[src/rtl/stopwatch_ctrl_pkg.sv]
// Shared definitions for the stopwatch control block: state codes,
// parameter defaults and the Moore output decode used by the FSM.
package stopwatch_ctrl_pkg;

  localparam int unsigned DB_BITS_DEFAULT    = 16;
  localparam int unsigned DB_COUNT_DEFAULT   = 50000;
  localparam int unsigned CLR_CYCLES_DEFAULT = 2;

  // Codes 5..7 are illegal and recover to ST_CLEAR.
  typedef enum logic [2:0] {
    ST_CLEAR = 3'd0,
    ST_IDLE  = 3'd1,
    ST_RUN   = 3'd2,
    ST_PAUSE = 3'd3,
    ST_LAP   = 3'd4
  } state_e;

  // Control bundle sent to the counter and display path.
  typedef struct packed {
    logic en;
    logic nreset;
    logic hold;
  } ctrl_out_t;

  // Moore decode of a state into the counter/display controls.
  function automatic ctrl_out_t state_outputs(input state_e s);
    ctrl_out_t o;
    o.en     = 1'b0;
    o.nreset = 1'b1;
    o.hold   = 1'b0;
    case (s)
      ST_CLEAR: o.nreset = 1'b0;
      ST_RUN:   o.en     = 1'b1;
      ST_LAP: begin
        o.en   = 1'b1;
        o.hold = 1'b1;
      end
      default: ;
    endcase
    return o;
  endfunction

endpackage

[src/rtl/stopwatch_ctrl_btn_debounce.sv]
// Button conditioning: 2-flop synchronizer, debounce filter, rising-edge detect.
// Ports:
//   NEclk  in  clock, falling-edge active
//   Nreset in  synchronous active-low reset
//   btn    in  raw asynchronous button, active high
//   ev_c   out one-cycle pulse on a debounced 0->1 transition
module stopwatch_ctrl_btn_debounce
  import stopwatch_ctrl_pkg::*;
#(
  parameter int unsigned DB_BITS  = DB_BITS_DEFAULT,
  parameter int unsigned DB_COUNT = DB_COUNT_DEFAULT
) (
  input  logic NEclk,
  input  logic Nreset,
  input  logic btn,
  output logic ev_c
);

  logic               sync1_q, sync1_d;
  logic               sync2_q, sync2_d;
  logic               level_q, level_d;
  logic               prev_q,  prev_d;
  logic [DB_BITS-1:0] cnt_q,   cnt_d;

  // Debounced level flips after DB_COUNT consecutive disagreeing samples.
  always_comb begin
    sync1_d = btn;
    sync2_d = sync1_q;
    level_d = level_q;
    prev_d  = level_q;
    cnt_d   = '0;
    if (sync2_q != level_q) begin
      if (cnt_q == DB_BITS'(DB_COUNT - 1)) begin
        level_d = sync2_q;
      end else begin
        cnt_d = cnt_q + DB_BITS'(1);
      end
    end
  end

  always_ff @(negedge NEclk) begin
    if (!Nreset) begin
      sync1_q <= 1'b0;
      sync2_q <= 1'b0;
      level_q <= 1'b0;
      prev_q  <= 1'b0;
      cnt_q   <= '0;
    end else begin
      sync1_q <= sync1_d;
      sync2_q <= sync2_d;
      level_q <= level_d;
      prev_q  <= prev_d;
      cnt_q   <= cnt_d;
    end
  end

  // Press only; release never produces an event.
  assign ev_c = level_q & ~prev_q;

endmodule

[src/rtl/stopwatch_ctrl.sv]
// Stopwatch control FSM: turns two raw buttons into counter enable/reset,
// a display-hold flag and a lap capture strobe.
// Ports:
//   NEclk        in  clock, all state updates on the falling edge
//   Nreset       in  synchronous active-low reset
//   btn_ss       in  raw start/stop button
//   btn_lr       in  raw lap/reset button
//   count_en     out counter enable
//   count_nreset out counter reset, active low
//   disp_hold    out display shows latched lap value
//   lap_strobe   out one-cycle pulse on entry into LAP from RUN
//   state        out current FSM state code
module stopwatch_ctrl
  import stopwatch_ctrl_pkg::*;
#(
  parameter int unsigned DB_BITS    = DB_BITS_DEFAULT,
  parameter int unsigned DB_COUNT   = DB_COUNT_DEFAULT,
  parameter int unsigned CLR_CYCLES = CLR_CYCLES_DEFAULT
) (
  input  logic       NEclk,
  input  logic       Nreset,
  input  logic       btn_ss,
  input  logic       btn_lr,
  output logic       count_en,
  output logic       count_nreset,
  output logic       disp_hold,
  output logic       lap_strobe,
  output logic [2:0] state
);

  localparam int unsigned CLR_W = (CLR_CYCLES < 1) ? 1 : $clog2(CLR_CYCLES + 1);

  logic ev_ss_c;
  logic ev_lr_c;

  stopwatch_ctrl_btn_debounce #(
    .DB_BITS (DB_BITS),
    .DB_COUNT(DB_COUNT)
  ) u_db_ss (
    .NEclk (NEclk),
    .Nreset(Nreset),
    .btn   (btn_ss),
    .ev_c  (ev_ss_c)
  );

  stopwatch_ctrl_btn_debounce #(
    .DB_BITS (DB_BITS),
    .DB_COUNT(DB_COUNT)
  ) u_db_lr (
    .NEclk (NEclk),
    .Nreset(Nreset),
    .btn   (btn_lr),
    .ev_c  (ev_lr_c)
  );

  state_e           state_q,   state_d;
  logic [CLR_W-1:0] clr_cnt_q, clr_cnt_d;
  ctrl_out_t        outs_q,    outs_d;
  logic             strobe_q,  strobe_d;

  // Next state; clr_cnt counts CLEAR cycles already spent, so entry from
  // another state starts at 1 while reset leaves it at 0 (full run after release).
  always_comb begin
    state_d   = state_q;
    clr_cnt_d = clr_cnt_q;
    case (state_q)
      ST_CLEAR: begin
        if (clr_cnt_q >= CLR_W'(CLR_CYCLES)) begin
          state_d   = ST_IDLE;
          clr_cnt_d = '0;
        end else begin
          clr_cnt_d = clr_cnt_q + CLR_W'(1);
        end
      end
      ST_IDLE: begin
        if (ev_ss_c) state_d = ST_RUN;
      end
      ST_RUN: begin
        if (ev_ss_c)      state_d = ST_PAUSE;
        else if (ev_lr_c) state_d = ST_LAP;
      end
      ST_LAP: begin
        if (ev_ss_c)      state_d = ST_PAUSE;
        else if (ev_lr_c) state_d = ST_RUN;
      end
      ST_PAUSE: begin
        if (ev_ss_c) begin
          state_d = ST_RUN;
        end else if (ev_lr_c) begin
          state_d   = ST_CLEAR;
          clr_cnt_d = CLR_W'(1);
        end
      end
      default: begin
        state_d   = ST_CLEAR;
        clr_cnt_d = CLR_W'(1);
      end
    endcase

    // Outputs registered alongside the state so they change on the same edge.
    outs_d   = state_outputs(state_d);
    strobe_d = (state_q == ST_RUN) && (state_d == ST_LAP);
  end

  always_ff @(negedge NEclk) begin
    if (!Nreset) begin
      state_q     <= ST_CLEAR;
      clr_cnt_q   <= '0;
      outs_q.en     <= 1'b0;
      outs_q.nreset <= 1'b0;
      outs_q.hold   <= 1'b0;
      strobe_q    <= 1'b0;
    end else begin
      state_q   <= state_d;
      clr_cnt_q <= clr_cnt_d;
      outs_q    <= outs_d;
      strobe_q  <= strobe_d;
    end
  end

  assign count_en     = outs_q.en;
  assign count_nreset = outs_q.nreset;
  assign disp_hold    = outs_q.hold;
  assign lap_strobe   = strobe_q;
  assign state        = state_q;

endmodule

[config.mk]
export PLATFORM = sky130hd
export DESIGN_NAME = stopwatch_ctrl
export DESIGN_NICKNAME = d
export VERILOG_FILES = /design/src/rtl/stopwatch_ctrl_pkg.sv /design/src/rtl/stopwatch_ctrl_btn_debounce.sv /design/src/rtl/stopwatch_ctrl.sv
export SDC_FILE = /design/constraint.sdc
export NUM_CORES = 1
export LEC_CHECK = 0
export ABC_AREA = 1
export BUFFER_PORTS_ARGS = -buffer_cell sky130_fd_sc_hd__buf_2
export CORE_ASPECT_RATIO = 1.25
export CORE_MARGIN = 2
export CORE_UTILIZATION = 41
export CTS_BUF_LIST = sky130_fd_sc_hd__clkbuf_8
export CTS_CLUSTER_DIAMETER = 50
export CTS_CLUSTER_SIZE = 8
export DETAILED_ROUTE_END_ITERATION = 10
export SLEW_MARGIN = 5
export SYNTH_ARGS = -nofsm -noshare
export SYNTH_HDL_FRONTEND = slang
export SYNTH_SLANG_ARGS = --single-unit
[constraint.sdc]
create_clock -name NEclk -period 2.35 [get_ports NEclk]
set_input_delay 0 -clock NEclk [delete_from_list [all_inputs] [get_ports NEclk]]
set_output_delay 0 -clock NEclk [all_outputs]
set_load 0.02 [all_outputs]
==> results of run 1 <==
-- metrics by stage --
step / utilization (%) / total power [W] / hold WS, ns / setup slack (ns) / area [µm²]
after detailed placement: 43.80 / 0.001073 / 0.3947 / 0.2261 / 2351
after floorplan: - / 0.001053 / 0.3905 / 0.5667 / 2240
after global routing: 49.25 / 0.001993 / 0.4095 / 0.1480 / 2644
after global placement: 43.80 / 0.001071 / 0.3929 / 0.2628 / 2351
after CTS: 49.25 / 0.001904 / 0.4004 / 0.1744 / 2644
final: 49.25 / 0.001847 / 0.3988 / 0.1943 / 2644
-- cells in the final DEF (no fill, tap or decap) --
| master | n |
|---|---|
| nor3_1 | 9 |
| dfxtp_1 | 49 |
| or2_0 | 2 |
| nand2_1 | 77 |
| buf_4 | 1 |
| nand2_2 | 2 |
| nand3_2 | 2 |
| nand3b_1 | 1 |
| ha_1 | 2 |
| buf_2 | 10 |
| o21bai_1 | 1 |
| a21oi_1 | 22 |
| bufinv_16 | 1 |
| nor2_2 | 5 |
| nor3_2 | 1 |
| inv_1 | 96 |
| clkinvlp_2 | 1 |
| clkbuf_8 | 5 |
| xor2_1 | 9 |
| xnor2_1 | 3 |
| inv_6 | 1 |
| nor2_1 | 48 |
| nand3_1 | 22 |
| o21ai_0 | 6 |
| nand4_1 | 9 |
-- cells in the mapped netlist, types with 2 or more instances --
cell	number
buf_6	2
nor3_1	9
nand2_2	2
xor2_1	9
or2_0	2
a21oi_1	22
nor2_1	48
xnor2_1	3
o21ai_0	6
ha_1	2
inv_1	48
dfxtp_1	49
nor2_2	5
nand4_1	9
nand3_2	2
nand3_1	22
nand2_1	77
-- flip-flops by register name (all words and copies together), names as in the netlist --
register / count
state: 3
u_db_lr.sync1_q: 1
count_nreset: 1
u_db_ss.sync1_q: 1
u_db_lr.prev_q: 1
lap_strobe: 1
u_db_ss.sync2_q: 1
u_db_ss.level_q: 1
u_db_lr.sync2_q: 1
disp_hold: 1
u_db_lr.level_q: 1
u_db_ss.prev_q: 1
clr_cnt_q: 2
u_db_ss.cnt_q: 16
u_db_lr.cnt_q: 16
count_en: 1
-- layer usage --
metal,vias up,wire [µm],global-route usage (%)
li1,1135,-,-
met1,935,1898,17.03
met2,29,2379,28.05
met3,6,138,6.744
met4,0,53,8.741
met5,-,0,0
-- area by class of cell --
class | instances | share of cell area (%)
multi-input cells | 221 | 39.80
flip-flops and latches | 49 | 37.10
clock inverters | 52 | 8.613
inverters | 47 | 6.673
well taps | 64 | 3.029
clock buffers | 5 | 2.603
repair buffers | 11 | 2.177
-- cell families (layout without fill, tap and decap cells) --
kind of cell,Yosys count,count (layout),synth area share (%)
xor gates and xnor gates,12,12,4.693
buffers and inverters,51,115,9.218
AOI/OAI and AO/OA,29,29,6.593
DFF,49,49,43.80
adders and majority gates,2,2,1.117
and+or+nand+nor,178,178,34.58
-- worst max-delay path by stage --
stage	end	slack [ns]
floorplan	u_db_lr.cnt_q[12]	0.57
global placement	u_db_lr.cnt_q[14]	0.26
detailed placement	u_db_ss.cnt_q[15]	0.23
CTS	state[2]	0.17
global route	state[2]	0.15
finish	state[2]	0.19
-- power groups by stage --
stage          clock, W  sequential [W]  combinational, W
3_5_place_dp   0.000129        0.000873         0.0000695
6_report       0.000917        0.000861         0.0000686
5_1_grt         0.00105        0.000861         0.0000801
4_1_cts        0.000974        0.000860         0.0000697
3_3_place_gp   0.000129        0.000873         0.0000685
2_1_floorplan  0.000129        0.000878         0.0000459
==> results.sh, run 1 <==
export IMPL_cts_path_max_buffers=2
export IMPL_post_cts_buffers=0
export IMPL_grt_start_max_net_pins=17
export IMPL_holdPathEnd="u_db_lr.sync2_q"
export IMPL_min_delay_start="u_db_lr.sync1_q"
export IMPL_postSynthAreaPerCell_um2=6.977
export IMPL_maxSlewViolCount=0
export IMPL_grt_pass1_vias=2094
export IMPL_setup_viol=0
export IMPL_cts_buffers_inserted=5
export IMPL_synth_edff_count=0
export IMPL_power_switching_w=0.0005436
export IMPL_peakVddDrop_mv=0.4509
export IMPL_syn_nets=327
export IMPL_cp_slowest_stage_delay_ns=0.42
export IMPL_drc=0
export IMPL_cp_required_ns=2.35
export IMPL_diodes=0
export IMPL_start_util_pct=41.72
export IMPL_area_sequential_um2=980.9
export IMPL_wire_per_inst_um=9.955
export IMPL_seqPwrFrac_pct=46.6
export IMPL_track_usage_pct=16.33
export IMPL_clock_power_share_pct=49.7
export IMPL_combPwrFrac_pct=3.7
export IMPL_maxCapViolCount=0
export IMPL_swShare_pct=29.43
export IMPL_antenna_found_initial=0
export IMPL_cp_arrival_ns=2.16
export IMPL_dieHeight_um=86.64
export IMPL_synth_area_leaders="dfxtp_1, nand2_1, inv_1"
export IMPL_core_um2=5368
export IMPL_status="finished clean"
export IMPL_ff2ff_setup_slack_ns=0.80
export IMPL_htree_levels=2
export IMPL_end_kind="output port"
export IMPL_crit_path_start_kind="flop"
export IMPL_yosysUniqueCellTypes=21
export IMPL_syn2layout_area_growth_pct=18.04
export IMPL_dp_hpwl_um=3151
export IMPL_power_internal_w=0.001303
export IMPL_synth_main_ff_cell="dfxtp_1"
export IMPL_p_per_area_nw_per_um2=698.5
export IMPL_ys_warn_count=0
export IMPL_firstDrtPassIters=4
export IMPL_rsz0062_at_grt="no"
export IMPL_instances_no_fill=449
export IMPL_ctsHoldBuffers=0
export IMPL_vias_per_cell=4.688
export IMPL_slowest_stage="dfxtp_1"
export IMPL_cp_buffers_inverters=1
export IMPL_multi_input_area_um2=1052
export IMPL_crit_fanout=6
export IMPL_slew_headroom_pct=77.91
export IMPL_dieWidth_um=70.11
export IMPL_cp_startpoint="state[2]"
export IMPL_nNetsFinal=390
export IMPL_cts_clk_slew_worst_paths_ns=0.03
export IMPL_cts_resized=0
export IMPL_hold_violations=0
export IMPL_fin_setup_tns_ns=0
export IMPL_dieArea_um2=6074
export IMPL_synth_seq_cells=49
export IMPL_grt_pass1_wl_um=8148
export IMPL_clock_skew_ns=0.02916
export IMPL_synth_top_area_share_pct=43.80
export IMPL_grt_overflow=0
export IMPL_dpl_cell_count=393
export IMPL_hp_class="reg -> reg"
export IMPL_p_leak_nw=1.179
export IMPL_wl_um=4470
export IMPL_drtIter0Drc=66
export IMPL_drive_gt1_share_pct=7.532
export IMPL_syn_inst=321
export IMPL_gp_congestion=0.8523
export IMPL_portBuffers=10
export IMPL_fillerInstances=574
export IMPL_num_io_pins=11
export IMPL_crit_type="reg -> out"
export IMPL_synthArstFlopShare_pct=0
export IMPL_timing_rr_end="u_db_lr.cnt_q[3]"
export IMPL_vias=2105
export IMPL_synth_largest_area_cell="dfxtp_1"
export IMPL_cp_top_family="flip-flops"
export IMPL_path_cells="buf_2"
export IMPL_cts_tree="yes"
export IMPL_ys_seq_area_share_pct=43.80
export IMPL_clock_sinks=49
export IMPL_rows=30
export IMPL_cp_depth=1
export IMPL_tightest_slew_ns=0.3288
export IMPL_insertion_delay_ns=0.38
export IMPL_whs_path_depth=2
export IMPL_cts_root_buf="clkbuf_8"
export IMPL_reg2reg_depth=6
export IMPL_r2r_start="u_db_lr.cnt_q[0]"
export IMPL_netlist_area_um2=2240
export IMPL_drtAntennaViolNets=0
(Power assumes the default switching activity.)
==> inputs of run 2 (changes only) <==
--- a/config.mk
+++ b/config.mk
@@ -14,7 +14,7 @@
 export CTS_CLUSTER_DIAMETER = 50
 export CTS_CLUSTER_SIZE = 8
 export DETAILED_ROUTE_END_ITERATION = 10
-export SLEW_MARGIN = 5
+export REMOVE_ABC_BUFFERS = 1
 export SYNTH_ARGS = -nofsm -noshare
 export SYNTH_HDL_FRONTEND = slang
 export SYNTH_SLANG_ARGS = --single-unit
==> constraint.sdc (replaced) <==
create_clock -name NEclk -period 1.9 [get_ports NEclk]
set_input_delay 0 -clock NEclk [delete_from_list [all_inputs] [get_ports NEclk]]
set_output_delay 0 -clock NEclk [all_outputs]
set_load 0.02 [all_outputs]
==> run 2 against run 1 <==
Net effect: final area is 0.19% higher; clock skew is 0.0060 ns lower; worst setup slack worse by 0.15 ns; critical path depth stayed put; sequential power is 24% higher; largest power group unchanged.
==> results.sh, run 2 (synthesis results as in run 1) <==
export IMPL_crit_fanout=6
export IMPL_multi_input_area_um2=1052
export IMPL_cp_arrival_ns=1.86
export IMPL_wl_um=4356
export IMPL_clock_sinks=49
export IMPL_cts_tree="yes"
export IMPL_slew_headroom_pct=78.89
export IMPL_rows=30
export IMPL_syn2layout_area_growth_pct=18.27
export IMPL_cp_slowest_stage_delay_ns=0.37
export IMPL_nNetsFinal=391
export IMPL_grt_busiest_layer="met2"
export IMPL_firstDrtPassIters=4
export IMPL_cp_buffers_inverters=1
export IMPL_vias_per_cell=4.668
export IMPL_dieArea_um2=6074
export IMPL_fillerInstances=586
export IMPL_insertion_delay_ns=0.37
export IMPL_layout_common_cells="inv_1, nand2_1, nor2_1, dfxtp_1"
export IMPL_area_sequential_um2=983.4
export IMPL_p_per_area_nw_per_um2=855.1
export IMPL_dieHeight_um=86.64
export IMPL_path_cells="buf_2"
export IMPL_portBuffers=10
export IMPL_maxSlewViolCount=0
export IMPL_cts_path_max_buffers=2
export IMPL_cp_required_ns=1.90
export IMPL_cts_clk_slew_worst_paths_ns=0.04
export IMPL_gp_congestion=0.8099
export IMPL_dp_hpwl_um=3111
export IMPL_drtIter0Drc=43
export IMPL_grt_start_max_net_pins=17
export IMPL_p_leak_nw=1.185
export IMPL_final_common_cell="inv_1"
export IMPL_rsz0062_at_grt="no"
export IMPL_peakVddDrop_mv=0.4243
export IMPL_grt_overflow=0
export IMPL_track_usage_pct=15.50
export IMPL_maxCapViolCount=0
export IMPL_crit_type="reg -> out"
export IMPL_antenna_found_initial=0
export IMPL_cts_buffers_inserted=5
export IMPL_num_io_pins=11
export IMPL_crit_path_start_kind="flop"
export IMPL_drc=0
export IMPL_total_power_w=0.002265
export IMPL_slowest_stage="dfxtp_2"
export IMPL_hp_class="reg -> reg"
export IMPL_met2_usage_pct=26.41
export IMPL_finalHoldWorstSlack_ns=0.4143
export IMPL_end_kind="output port"
export IMPL_grt_pass1_wl_um=7590
export IMPL_wire_per_inst_um=9.702
export IMPL_diodes=0
export IMPL_hold_violations=0
export IMPL_drtAntennaViolNets=0
export IMPL_grt_use_met3_pct=6.279
export IMPL_drive_gt1_share_pct=8.052
export IMPL_use_met1_pct=15.15
export IMPL_status="finished clean"
export IMPL_fin_setup_tns_ns=0
export IMPL_clock_skew_ns=0.02321
export IMPL_start_util_pct=41.72
export IMPL_dieWidth_um=70.11
export IMPL_post_cts_buffers=0
export IMPL_setup_viol=0
export IMPL_htree_levels=2
export IMPL_cp_top_family="flip-flops"
export IMPL_core_um2=5368
export IMPL_grt_pass1_vias=2006
export IMPL_vias=2096
export IMPL_tightest_slew_ns=0.3155
export IMPL_cts_root_buf="clkbuf_8"
==> run 2: cell type report <==
cell class | count | share of cell area [%]
well taps | 64 | 3.023
multi-input cells | 221 | 39.73
clock buffers | 5 | 2.598
flip-flops and latches | 49 | 37.13
clock inverters | 51 | 8.314
repair buffers | 12 | 2.551
inverters | 47 | 6.660
==> run 2: power by group <==
group          internal (W)  leakage [nW]  switching (W)  total [W]
registers           0.00105         0.397      0.0000112    0.00107
clock network      0.000521         0.316       0.000593    0.00111
logic             0.0000320         0.472      0.0000537  0.0000857
total               0.00161          1.18       0.000658    0.00226
==> run 2: worst paths after layout <==
| check | endpoint | slack (ns) | startpoint | cells past startpoint |
|---|---|---|---|---|
| setup / recovery | state[2] | 0.04 | state[2] | 1 |
| hold / removal | u_db_ss.sync2_q | 0.41 | u_db_ss.sync1_q | 2 |
| setup reg to reg | u_db_lr.cnt_q[10] | 0.31 | u_db_lr.cnt_q[0] | 6 |
| hold reg to reg | u_db_ss.sync2_q | 0.41 | u_db_ss.sync1_q | 2 |
==> run 2: timing repair <==
item / in CTS / in global routing
resized for setup: 1 / 2
endpoints found under the setup margin: 1 / 2
hold buffers: 0 / 0
==> run 2: metrics by stage <==
| stage | cells | utilization (%) | instance area (µm²) | setup slack (ns) |
|---|---|---|---|---|
| final | 449 | 49.35 | 2649 | 0.04020 |
| after global routing | 449 | 49.35 | 2649 | 0.009400 |
| after CTS | 449 | 49.28 | 2645 | 0.006667 |
| after detailed placement | 394 | 43.94 | 2359 | 0.09614 |
| after global placement | 394 | 43.94 | 2359 | 0.1147 |
| after floorplan | 318 | - | 2213 | 0.3948 |
==> run 2: layer usage <==
| metal | up-vias | wire [µm] |
|---|---|---|
| li1 | 1127 | - |
| met1 | 931 | 1969 |
| met2 | 29 | 2154 |
| met3 | 9 | 145 |
| met4 | 0 | 86 |
| met5 | - | 0 |
